### src/rtl/adc_acondicionador.sv
// Two-channel ADC conditioner: synchroniser, offset removal, gain, saturation and offset auto-calibration.
// Optional DAC loopback onto channel B is enabled by defining ADC_ACOND_LOOPBACK_EN.
`timescale 1ns/1ps

module adc_acondicionador #(
    parameter int unsigned ADC_WIDTH      = 14,
    parameter int unsigned GAIN_WIDTH     = 8,
    parameter int unsigned SHIFT          = 6,
    parameter int unsigned OFFSET_DEFAULT = 6690,
    parameter int unsigned LOG2_NCAL      = 4
`ifdef ADC_ACOND_LOOPBACK_EN
    , parameter int unsigned LOOP_DELAY   = 30
`endif
) (
    input  logic                  clk125,
    input  logic                  sreset,
    input  logic [ADC_WIDTH-1:0]  adc_a_raw,
    input  logic [ADC_WIDTH-1:0]  adc_b_raw,
    input  logic [GAIN_WIDTH-1:0] gain_a,
    input  logic [GAIN_WIDTH-1:0] gain_b,
    input  logic                  cal_start,
    input  logic                  sat_clr,
`ifdef ADC_ACOND_LOOPBACK_EN
    input  logic [ADC_WIDTH-1:0]  dac_loop,
    input  logic                  loop_sel,
`endif
    output logic [ADC_WIDTH-1:0]  adc_a,
    output logic [ADC_WIDTH-1:0]  adc_b,
    output logic                  valid,
    output logic                  cal_busy,
    output logic                  cal_done,
    output logic                  sat_a,
    output logic                  sat_b,
    output logic [ADC_WIDTH-1:0]  offset_a,
    output logic [ADC_WIDTH-1:0]  offset_b
);

    localparam int unsigned CENT_W = ADC_WIDTH + 1;
    localparam int unsigned PROD_W = CENT_W + GAIN_WIDTH + 1;
    localparam int unsigned ACC_W  = ADC_WIDTH + LOG2_NCAL;
    localparam logic signed [PROD_W-1:0] SAT_MAX = PROD_W'((1 << (ADC_WIDTH - 1)) - 1);
    localparam logic signed [PROD_W-1:0] SAT_MIN = ~SAT_MAX;
    localparam logic [ADC_WIDTH-1:0]     OFF_RST = ADC_WIDTH'(OFFSET_DEFAULT);

    typedef enum logic [1:0] {IDLE, ACCUM, UPDATE} cal_state_e;

    logic [ADC_WIDTH-1:0]     raw_c   [2];
    logic [GAIN_WIDTH-1:0]    gain_c  [2];
    logic [ADC_WIDTH-1:0]     sync1_q [2];
    logic [ADC_WIDTH-1:0]     sync2_q [2];
    logic signed [CENT_W-1:0] cent_q  [2];
    logic signed [CENT_W-1:0] cent_d  [2];
    logic signed [PROD_W-1:0] prod_q  [2];
    logic signed [PROD_W-1:0] prod_d  [2];
    logic signed [PROD_W-1:0] shr_c   [2];
    logic [ADC_WIDTH-1:0]     out_q   [2];
    logic [ADC_WIDTH-1:0]     out_d   [2];
    logic                     sat_q   [2];
    logic                     clip_c  [2];
    logic [2:0]               fill_q;
    logic                     valid_q;
    logic                     fill_c;

    cal_state_e               state_q, state_d;
    logic [ACC_W-1:0]         acc_q    [2];
    logic [ACC_W-1:0]         acc_d    [2];
    logic [ADC_WIDTH-1:0]     offset_q [2];
    logic [ADC_WIDTH-1:0]     offset_d [2];
    logic [LOG2_NCAL-1:0]     cnt_q, cnt_d;
    logic                     cal_busy_q, cal_busy_d;
    logic                     cal_done_q, cal_done_d;

`ifdef ADC_ACOND_LOOPBACK_EN
    logic [ADC_WIDTH-1:0]     dly_q [LOOP_DELAY];

    always_ff @(posedge clk125) begin
        if (sreset) begin
            for (int i = 0; i < int'(LOOP_DELAY); i++) dly_q[i] <= '0;
        end else begin
            dly_q[0] <= dac_loop;
            for (int i = 1; i < int'(LOOP_DELAY); i++) dly_q[i] <= dly_q[i-1];
        end
    end
`endif

    always_comb begin
        raw_c[0]  = adc_a_raw;
        raw_c[1]  = adc_b_raw;
        gain_c[0] = gain_a;
        gain_c[1] = gain_b;
    end

    // Stage logic S3..S5: centre, scale, shift and clamp.
    always_comb begin
        for (int ch = 0; ch < 2; ch++) begin
            cent_d[ch] = $signed({1'b0, sync2_q[ch]}) - $signed({1'b0, offset_q[ch]});
            prod_d[ch] = PROD_W'(cent_q[ch]) * PROD_W'($signed({1'b0, gain_c[ch]}));
            shr_c[ch]  = prod_q[ch] >>> SHIFT;
            clip_c[ch] = (shr_c[ch] > SAT_MAX) || (shr_c[ch] < SAT_MIN);
            if (shr_c[ch] > SAT_MAX)      out_d[ch] = ADC_WIDTH'(SAT_MAX);
            else if (shr_c[ch] < SAT_MIN) out_d[ch] = ADC_WIDTH'(SAT_MIN);
            else                          out_d[ch] = ADC_WIDTH'(shr_c[ch]);
        end
`ifdef ADC_ACOND_LOOPBACK_EN
        if (loop_sel) begin
            out_d[1]  = ADC_WIDTH'($signed(dly_q[LOOP_DELAY-1]) >>> 1);
            clip_c[1] = 1'b0;
        end
`endif
    end

    // S5 is held at zero until the first post-reset sample arrives, so fill garbage never reaches the flags.
    assign fill_c = valid_q | (fill_q == 3'd4);

    always_ff @(posedge clk125) begin
        if (sreset) begin
            fill_q  <= '0;
            valid_q <= 1'b0;
            for (int ch = 0; ch < 2; ch++) begin
                sync1_q[ch] <= '0;
                sync2_q[ch] <= '0;
                cent_q[ch]  <= '0;
                prod_q[ch]  <= '0;
                out_q[ch]   <= '0;
                sat_q[ch]   <= 1'b0;
            end
        end else begin
            if (!valid_q) fill_q <= fill_q + 3'd1;
            if (fill_c)   valid_q <= 1'b1;
            for (int ch = 0; ch < 2; ch++) begin
                sync1_q[ch] <= raw_c[ch];
                sync2_q[ch] <= sync1_q[ch];
                cent_q[ch]  <= cent_d[ch];
                prod_q[ch]  <= prod_d[ch];
                if (fill_c) begin
                    out_q[ch] <= out_d[ch];
                    sat_q[ch] <= clip_c[ch] | (sat_q[ch] & ~sat_clr);
                end
            end
        end
    end

    always_ff @(posedge clk125) begin
        if (sreset) begin
            state_q    <= IDLE;
            cnt_q      <= '0;
            cal_busy_q <= 1'b0;
            cal_done_q <= 1'b0;
            for (int ch = 0; ch < 2; ch++) begin
                acc_q[ch]    <= '0;
                offset_q[ch] <= OFF_RST;
            end
        end else begin
            state_q    <= state_d;
            cnt_q      <= cnt_d;
            cal_busy_q <= cal_busy_d;
            cal_done_q <= cal_done_d;
            for (int ch = 0; ch < 2; ch++) begin
                acc_q[ch]    <= acc_d[ch];
                offset_q[ch] <= offset_d[ch];
            end
        end
    end

    // Calibration: average 2^LOG2_NCAL synchronised samples per channel, then swap in the new offsets.
    always_comb begin
        state_d    = state_q;
        cnt_d      = cnt_q;
        cal_busy_d = cal_busy_q;
        cal_done_d = 1'b0;
        acc_d      = acc_q;
        offset_d   = offset_q;
        case (state_q)
            IDLE: begin
                if (cal_start) begin
                    state_d    = ACCUM;
                    cnt_d      = '0;
                    cal_busy_d = 1'b1;
                    for (int ch = 0; ch < 2; ch++) acc_d[ch] = '0;
                end
            end
            ACCUM: begin
                for (int ch = 0; ch < 2; ch++) acc_d[ch] = acc_q[ch] + ACC_W'(sync2_q[ch]);
                cnt_d = cnt_q + 1'b1;
                if (cnt_q == {LOG2_NCAL{1'b1}}) state_d = UPDATE;
            end
            UPDATE: begin
                for (int ch = 0; ch < 2; ch++) offset_d[ch] = ADC_WIDTH'(acc_q[ch] >> LOG2_NCAL);
                cal_done_d = 1'b1;
                cal_busy_d = 1'b0;
                state_d    = IDLE;
            end
            default: state_d = IDLE;
        endcase
    end

    assign adc_a    = out_q[0];
    assign adc_b    = out_q[1];
    assign sat_a    = sat_q[0];
    assign sat_b    = sat_q[1];
    assign valid    = valid_q;
    assign cal_busy = cal_busy_q;
    assign cal_done = cal_done_q;
    assign offset_a = offset_q[0];
    assign offset_b = offset_q[1];

endmodule

### config.mk
export PLATFORM = sky130hd
export DESIGN_NAME = adc_acondicionador
export DESIGN_NICKNAME = d
export VERILOG_FILES = /design/src/rtl/adc_acondicionador.sv
export SDC_FILE = /design/constraint.sdc
export NUM_CORES = 1
export LEC_CHECK = 0
export BUFFER_PORTS_ARGS = -buffer_cell sky130_fd_sc_hd__buf_2
export CORE_MARGIN = 2
export CORE_UTILIZATION = 23
export CTS_CLUSTER_SIZE = 16
export DETAILED_ROUTE_END_ITERATION = 10
export PLACE_DENSITY = 0.4
export SETUP_SLACK_MARGIN = 0.5
export SKIP_CTS_REPAIR_TIMING = 1
export SLEW_MARGIN = 20
export SYNTH_ARGS = -nofsm -noshare
export SYNTH_HDL_FRONTEND = slang
export SYNTH_SLANG_ARGS = --single-unit
### constraint.sdc
create_clock -name clk125 -period 17.15 [get_ports clk125]
set_input_delay 5.145 -clock clk125 [delete_from_list [all_inputs] [get_ports clk125]]
set_output_delay 5.145 -clock clk125 [all_outputs]
set_load 0.05 [all_outputs]
==> results of run 1 <==
[final timing paths]
kind	start	endpoint	slack (ns)	cells past startpoint
max reg2reg	cent_q[0][7]	prod_q[0][22]	11.94	16
min	sync1_q[0][5]	sync2_q[0][5]	0.43	1
min reg2reg	sync1_q[0][5]	sync2_q[0][5]	0.43	1
max	gain_a[2]	prod_q[0][22]	7.65	17
[critical path, delay by kind of cell]
family / cells / cell delay (ns)
AO/OA/AOI/OAI: 5 / 1.14
adder cells (fa/ha/maj): 5 / 2.40
buffers and inverters: 4 / 0.42
AND/OR/NAND/NOR: 3 / 0.81
[registers in the layout (all words and copies together), names as in the netlist]
register / cells
sync1_q: 28
sat_q: 2
fill_q: 3
offset_b: 14
cent_q: 30
valid: 1
prod_q: 36
cal_done: 1
sync2_q: 28
acc_q: 36
cnt_q: 4
out_q: 28
offset_a: 14
state_q: 2
cal_busy: 1
[routing by layer]
metal / vias to the layer above / part of all wire [%] / routed length [µm]
li1: 6471 / - / -
met1: 6193 / 51 / 22800
met2: 200 / 44 / 19600
met3: 59 / 3.3 / 1480
met4: 0 / 2.4 / 1080
met5: - / 0 / 0
[final cells by class]
class | instances | share of cell area [%]
inverters | 357 | 6.54
multi-input cells | 1321 | 55.7
clock buffers | 38 | 3.90
well taps | 1040 | 6.35
flip-flops and latches | 228 | 23.7
clock inverters | 15 | 0.976
repair buffers | 113 | 2.85
[cell families after synthesis]
| family | after synthesis | synth area share, % |
|---|---|---|
| AND/OR/NAND/NOR | 626 | 17.7 |
| buffers and inverters | 407 | 8.58 |
| adder cells (fa/ha/maj) | 341 | 32.1 |
| AO/OA/AOI/OAI | 292 | 11.1 |
| flip-flops | 228 | 27.3 |
| XOR/XNOR | 56 | 2.76 |
| multiplexers | 6 | 0.337 |
[synth_stat cells (all sizes together), types with 19 or more instances]
library cell    n  share of area, %
o21a           44               1.9
nor3           52               1.5
a21o           20              0.84
nand2         177               3.7
inv           356               7.5
nor2          108               2.3
a22oi          19              0.80
o21ai          51               1.4
clkbuf         44              0.93
xnor2          40               2.0
edfxtp         30               5.1
ha            147                10
dfxtp         198                22
fa            194                22
nor2b          71               2.5
a21oi          66               1.9
and2          120               4.2
[power by group]
| group | switching [W] | total (W) | internal (W) |
|---|---|---|---|
| Sequential | 0.0000391 | 0.000647 | 0.000608 |
| Combinational | 0.000712 | 0.00122 | 0.000510 |
| Clock | 0.000248 | 0.000637 | 0.000389 |
[metrics by stage]
stage                     util (%)  power (W)
after global placement        25.3    0.00189
after CTS                     26.6    0.00256
final                         26.6    0.00251
after floorplan                  -    0.00160
after global routing          26.6    0.00276
after detailed placement      25.3    0.00190
==> flow_summary.json, run 1 <==
{
  "vias_per_cell": 4.15,
  "critPathMaxFanout": 15,
  "cts_root_buffer": "clkbuf_16",
  "overflow": 0,
  "max_slew.worst_pin.slew_ns": 1.09,
  "setup_tns_ns": 0,
  "cp_data_required_time_ns": 17.57,
  "yosys.cell_types.count": 64,
  "cts_buffer_depth": 3,
  "antenna_left": 0,
  "num-nets-final": 2439,
  "antenna-diode-count": 0,
  "power_density_nw_per_um2": 122,
  "synth_top_flop_cell": "dfxtp_1",
  "cp_slowest_cell": "or4_4",
  "max_freq_mhz": 105,
  "fp.dieH_um": 282,
  "antenna_found_initial": 0,
  "placed_cells": 3059,
  "cts-buffers-inserted": 29,
  "dr.first_iter.drc_count": 574,
  "h-tree-depth": 1,
  "dr_total_vias": 12900,
  "synth_nets": 2345,
  "path_clk_slew_ns": 0.06,
  "fillers": 8372,
  "syn_avg_cell_area_um2": 9.10,
  "route.detailed.drc": 0,
  "fin_ws_ns": 7.65,
  "grt_max_degree": 77,
  "grt_util_met3_pct": 1.63,
  "p_leak_nw": 9.73,
  "cts_sinks": 228,
  "clk_latency_ns": 0.58,
  "worstSetupPathType": "primary input to register",
  "fin_area_um2": 20500,
  "syn_area_um2": 17800,
  "initial_core_util_pct": 23.1,
  "rsz0062_at_grt": "no",
  "hold_slack_ns": 0.431,
  "place_congestion": 0.801,
  "hold_violations": 0,
  "coreArea_um2": 77100,
  "dieArea_um2": 79600,
  "hold_class": "register to register",
  "grt_pass1_vias": 13400,
  "portBuffers": 108,
  "ys_seq_area_share_pct": 27.3,
  "rows": 102,
  "synth-async-reset-ratio_pct": 0,
  "synth-edff-count": 30,
  "cts_tree": "done",
  "drt_pass1_iterations": 5,
  "maxSlewHeadroom_pct": 27.4,
  "die_w_um": 282,
  "routedWlPerCell_um": 14.4,
  "layout-drive-gt1-share_pct": 8.83,
  "place_ws_ns": 7.06,
  "yosys_warnings": 0,
  "outcome": "finished, final reports clean",
  "hpwl_um": 35700,
  "slew_violations": 0,
  "final_cell_mix": "inv_1 (356), dfxtp_1 (198), fa_1 (194), nand2_1 (177), ha_1 (147)",
  "ir_worst_vdd_uv": 69.5,
  "ios": 109,
  "multi_input_area_um2": 11400,
  "grtUsageTotal_pct": 11.5,
  "gr-usage-met1_pct": 16.4,
  "worstPathArrival_ns": 9.92,
  "grt_pass1_wl_um": 73800,
  "final_common_cell": "inv_1",
  "final_cell_count_no_fill": 3112,
  "cp-end-kind": "register",
  "top_usage_layer": "met2",
  "syn_to_final_growth_pct": 15.2,
  "crit_path_start_kind": "primary input",
  "met2_usage_pct": 18.3,
  "syn_inst": 1956,
  "max_cap_violations": 0,
  "finalSetupViolCount": 0,
  "path_cells": "buf_2 -> nand2_1 -> fa_1 -> inv_1 -> fa_1 -> fa_1 -> inv_1 -> fa_1 -> inv_1 -> ha_1 -> a21o_1 -> a2111oi_4 -> o21a_1 -> nor3_1 -> or4_4 -> a311oi_1 -> a211oi_1",
  "path_common_cell": "fa_1",
  "final.setup_skew_ns": 0.0206,
  "synth-seq-cells": 228,
  "layout_min_cycle_time_ns": 9.50,
  "critPathMaxStageDelay_ns": 0.57,
  "routed_wl_um": 44900,
  "place_area_um2": 19500,
  "regArea_um2": 4860,
  "finalCritPeriodShare_pct": 55.4
}
Power figures use the tool's default switching activity.
==> run 2: changes to the inputs <==
Settings changed: ABC_AREA from default to 1.
Clock period 17.15 ns to 9.3 ns, I/O delays scaled along.
==> run 2 against run 1 <==
Die area is 7.6% higher. Wire length is 18% higher. Final cell count is 20% higher. Utilization is 0.073 points lower. Final area is 6.6% higher. Sequential power is 84% higher. Critical path type unchanged. Critical endpoint is now prod_q[0][19]. Largest cell class unchanged.
==> flow_summary.json, run 2 <==
{
  "maxSlewHeadroom_pct": 35.0,
  "clk_latency_ns": 0.61,
  "outcome": "finished, final reports clean",
  "finalSetupViolCount": 0,
  "syn_avg_cell_area_um2": 7.43,
  "cts_root_buffer": "clkbuf_16",
  "min_path_cells": 2,
  "coreArea_um2": 82400,
  "ys_seq_area_share_pct": 25.4,
  "critPathMaxStageDelay_ns": 0.56,
  "h-tree-depth": 1,
  "rows": 105,
  "setup_tns_ns": 0,
  "cp_slowest_cell": "fa_1",
  "ir_worst_vdd_uv": 133,
  "synth_top_area_share_pct": 20.7,
  "routed_wl_um": 53000,
  "layout-drive-gt1-share_pct": 7.45,
  "syn_to_final_growth_pct": 14.0,
  "num-nets-final": 3039,
  "synth_nets": 2971,
  "cts_tree": "done",
  "portBuffers": 108,
  "initial_core_util_pct": 23.3,
  "synth_top_cell_by_area": "dfxtp_1",
  "slew_violations": 0,
  "synth-seq-cells": 228,
  "antenna_found_initial": 1,
  "synth-edff-count": 30,
  "critPathMaxFanout": 15,
  "dr_total_vias": 15500,
  "antenna-diode-count": 0,
  "hpwl_um": 42300,
  "reg_top3": "acc_q: 36 flops, prod_q: 36 flops, cent_q: 30 flops",
  "cp_data_required_time_ns": 9.74,
  "r2r-start": "cent_q[0][29]",
  "route.detailed.drc": 0,
  "synth_common_cells": "inv_1 (601), nand2_1 (529), nor2_1 (284)",
  "path_clk_slew_ns": 0.06,
  "final.setup_skew_ns": 0.0712,
  "yosys.cell_types.count": 45,
  "worstPathArrival_ns": 7.03,
  "r2r_setup_slack_ns": 4.70,
  "grt_pass1_vias": 15600,
  "r2r_end": "prod_q[0][46]",
  "dr.first_iter.drc_count": 755,
  "synth.most_common_cell": "inv_1",
  "cp-end-kind": "register",
  "critPathBufInv": 4,
  "layout_min_cycle_time_ns": 6.59,
  "ios": 109,
  "crit_path_start_kind": "primary input",
  "dieArea_um2": 85700,
  "worstSetupPathType": "primary input to register",
  "final_common_cell": "inv_1",
  "hold_violations": 0,
  "grt_max_degree": 82,
  "power_density_nw_per_um2": 214,
  "yosys-top-cells-area": "dfxtp_1 (21%), fa_1 (20%), inv_1 (12%), nand2_1 (10%), ha_1 (9.6%)",
  "max_cap_violations": 0,
  "place_congestion": 0.831,
  "grt_pass1_wl_um": 86300,
  "rsz0062_at_grt": "no",
  "vias_per_cell": 4.14,
  "cts-buffers-inserted": 28,
  "place_area_um2": 20800,
  "yosys_warnings": 0,
  "max_slew.worst_pin.slew_ns": 0.974,
  "path_cells": "buf_2 -> nand2_1 -> fa_1 -> inv_1 -> fa_1 -> fa_1 -> inv_1 -> fa_1 -> inv_1 -> ha_1 -> nand2_1 -> nor2_1 -> nor3b_1 -> nand2_1 -> nand3b_1 -> nand2_1 -> a21oi_1 -> nor2_1",
  "cp.depth": 18,
  "cts_sinks": 228,
  "die_w_um": 293,
  "hold_class": "register to register",
  "rr_worst_depth": 16,
  "drt_pass1_iterations": 5,
  "max_freq_mhz": 152,
  "synth-async-reset-ratio_pct": 0,
  "fin_area_um2": 21800,
  "endpoint": "prod_q[0][19]",
  "cp_top_family": "adder cells",
  "cts_buffer_depth": 3,
  "syn_area_um2": 19200,
  "overflow": 0,
  "antenna_left": 0,
  "grtUsageTotal_pct": 12.4,
  "syn_inst": 2582,
  "p_leak_nw": 11.5,
  "fp.dieH_um": 293,
  "synth_top_flop_cell": "dfxtp_1",
  "finalCritPeriodShare_pct": 70.9,
  "routedWlPerCell_um": 14.2,
  "final_cell_mix": "inv_1 (601), nand2_1 (529), nor2_1 (281), dfxtp_1 (198), fa_1 (194)",
  "crit_start": "gain_a[5]"
}
run 2: worst min-delay path by stage:
stage | start | end | slack (ns)
after global placement | sync1_q[0][26] | sync2_q[0][26] | 0.39
after detailed placement | sync1_q[0][18] | sync2_q[0][18] | 0.39
final | sync1_q[0][19] | sync2_q[0][19] | 0.39
after floorplan | sync1_q[0][0] | sync2_q[0][0] | 0.39
after CTS | sync1_q[0][19] | sync2_q[0][19] | 0.40
after global routing | sync1_q[0][25] | sync2_q[0][25] | 0.41
run 2: final cells by class:
| type | count | area, µm² |
|---|---|---|
| fillers | 9091 | 60500 |
| well taps | 1070 | 1340 |
| clock inverters | 16 | 277 |
| flip-flops and latches | 228 | 4860 |
| inverters | 602 | 2260 |
| multi-input cells | 1676 | 11800 |
| clock buffers | 36 | 764 |
| repair buffers | 114 | 588 |
run 2: through the flow:
stage / hold WS, ns / power [W] / std cells / utilization (%) / worst slack (ns)
6_report: 0.393 / 0.00467 / 3742 / 26.5 / 2.71
5_1_grt: 0.415 / 0.00514 / 3742 / 26.5 / 2.44
4_1_cts: 0.399 / 0.00476 / 3742 / 26.5 / 2.74
3_5_place_dp: 0.392 / 0.00349 / 3690 / 25.2 / 2.16
3_3_place_gp: 0.391 / 0.00351 / 3690 / 25.2 / 2.15
2_1_floorplan: 0.388 / 0.00287 / 2582 / - / 2.69
run 2: worst register-to-register path: cells and delay by family (launching register included):
| family | cells | cell delay (ns) |
|---|---|---|
| buffers and inverters | 4 | 0.31 |
| and+or+nand+nor | 7 | 0.97 |
| adders and majority gates | 5 | 2.68 |
| DFF | 1 | 0.54 |
run 2: cell families after synthesis:
kind of cell,share of synthesized area [%]
AOI/OAI and AO/OA,10.1
xor gates and xnor gates,0.503
adders and majority gates,29.8
buffers and inverters,13.4
DFF,25.4
and+or+nand+nor,20.7
run 2: power by group:
part / internal, W / switching [W]
registers: 0.00111 / 0.0000777
clock network: 0.000753 / 0.000472
logic: 0.000778 / 0.00148
total: 0.00265 / 0.00203
run 2: metal layers:
metal / up-vias / part of all wire, % / track usage (%)
met5: - / 0.025 / 0
met4: 2 / 1.7 / 2.20
met3: 56 / 3.6 / 1.79
met2: 235 / 43 / 19.6
met1: 7197 / 51 / 18.1
li1: 7996 / - / -
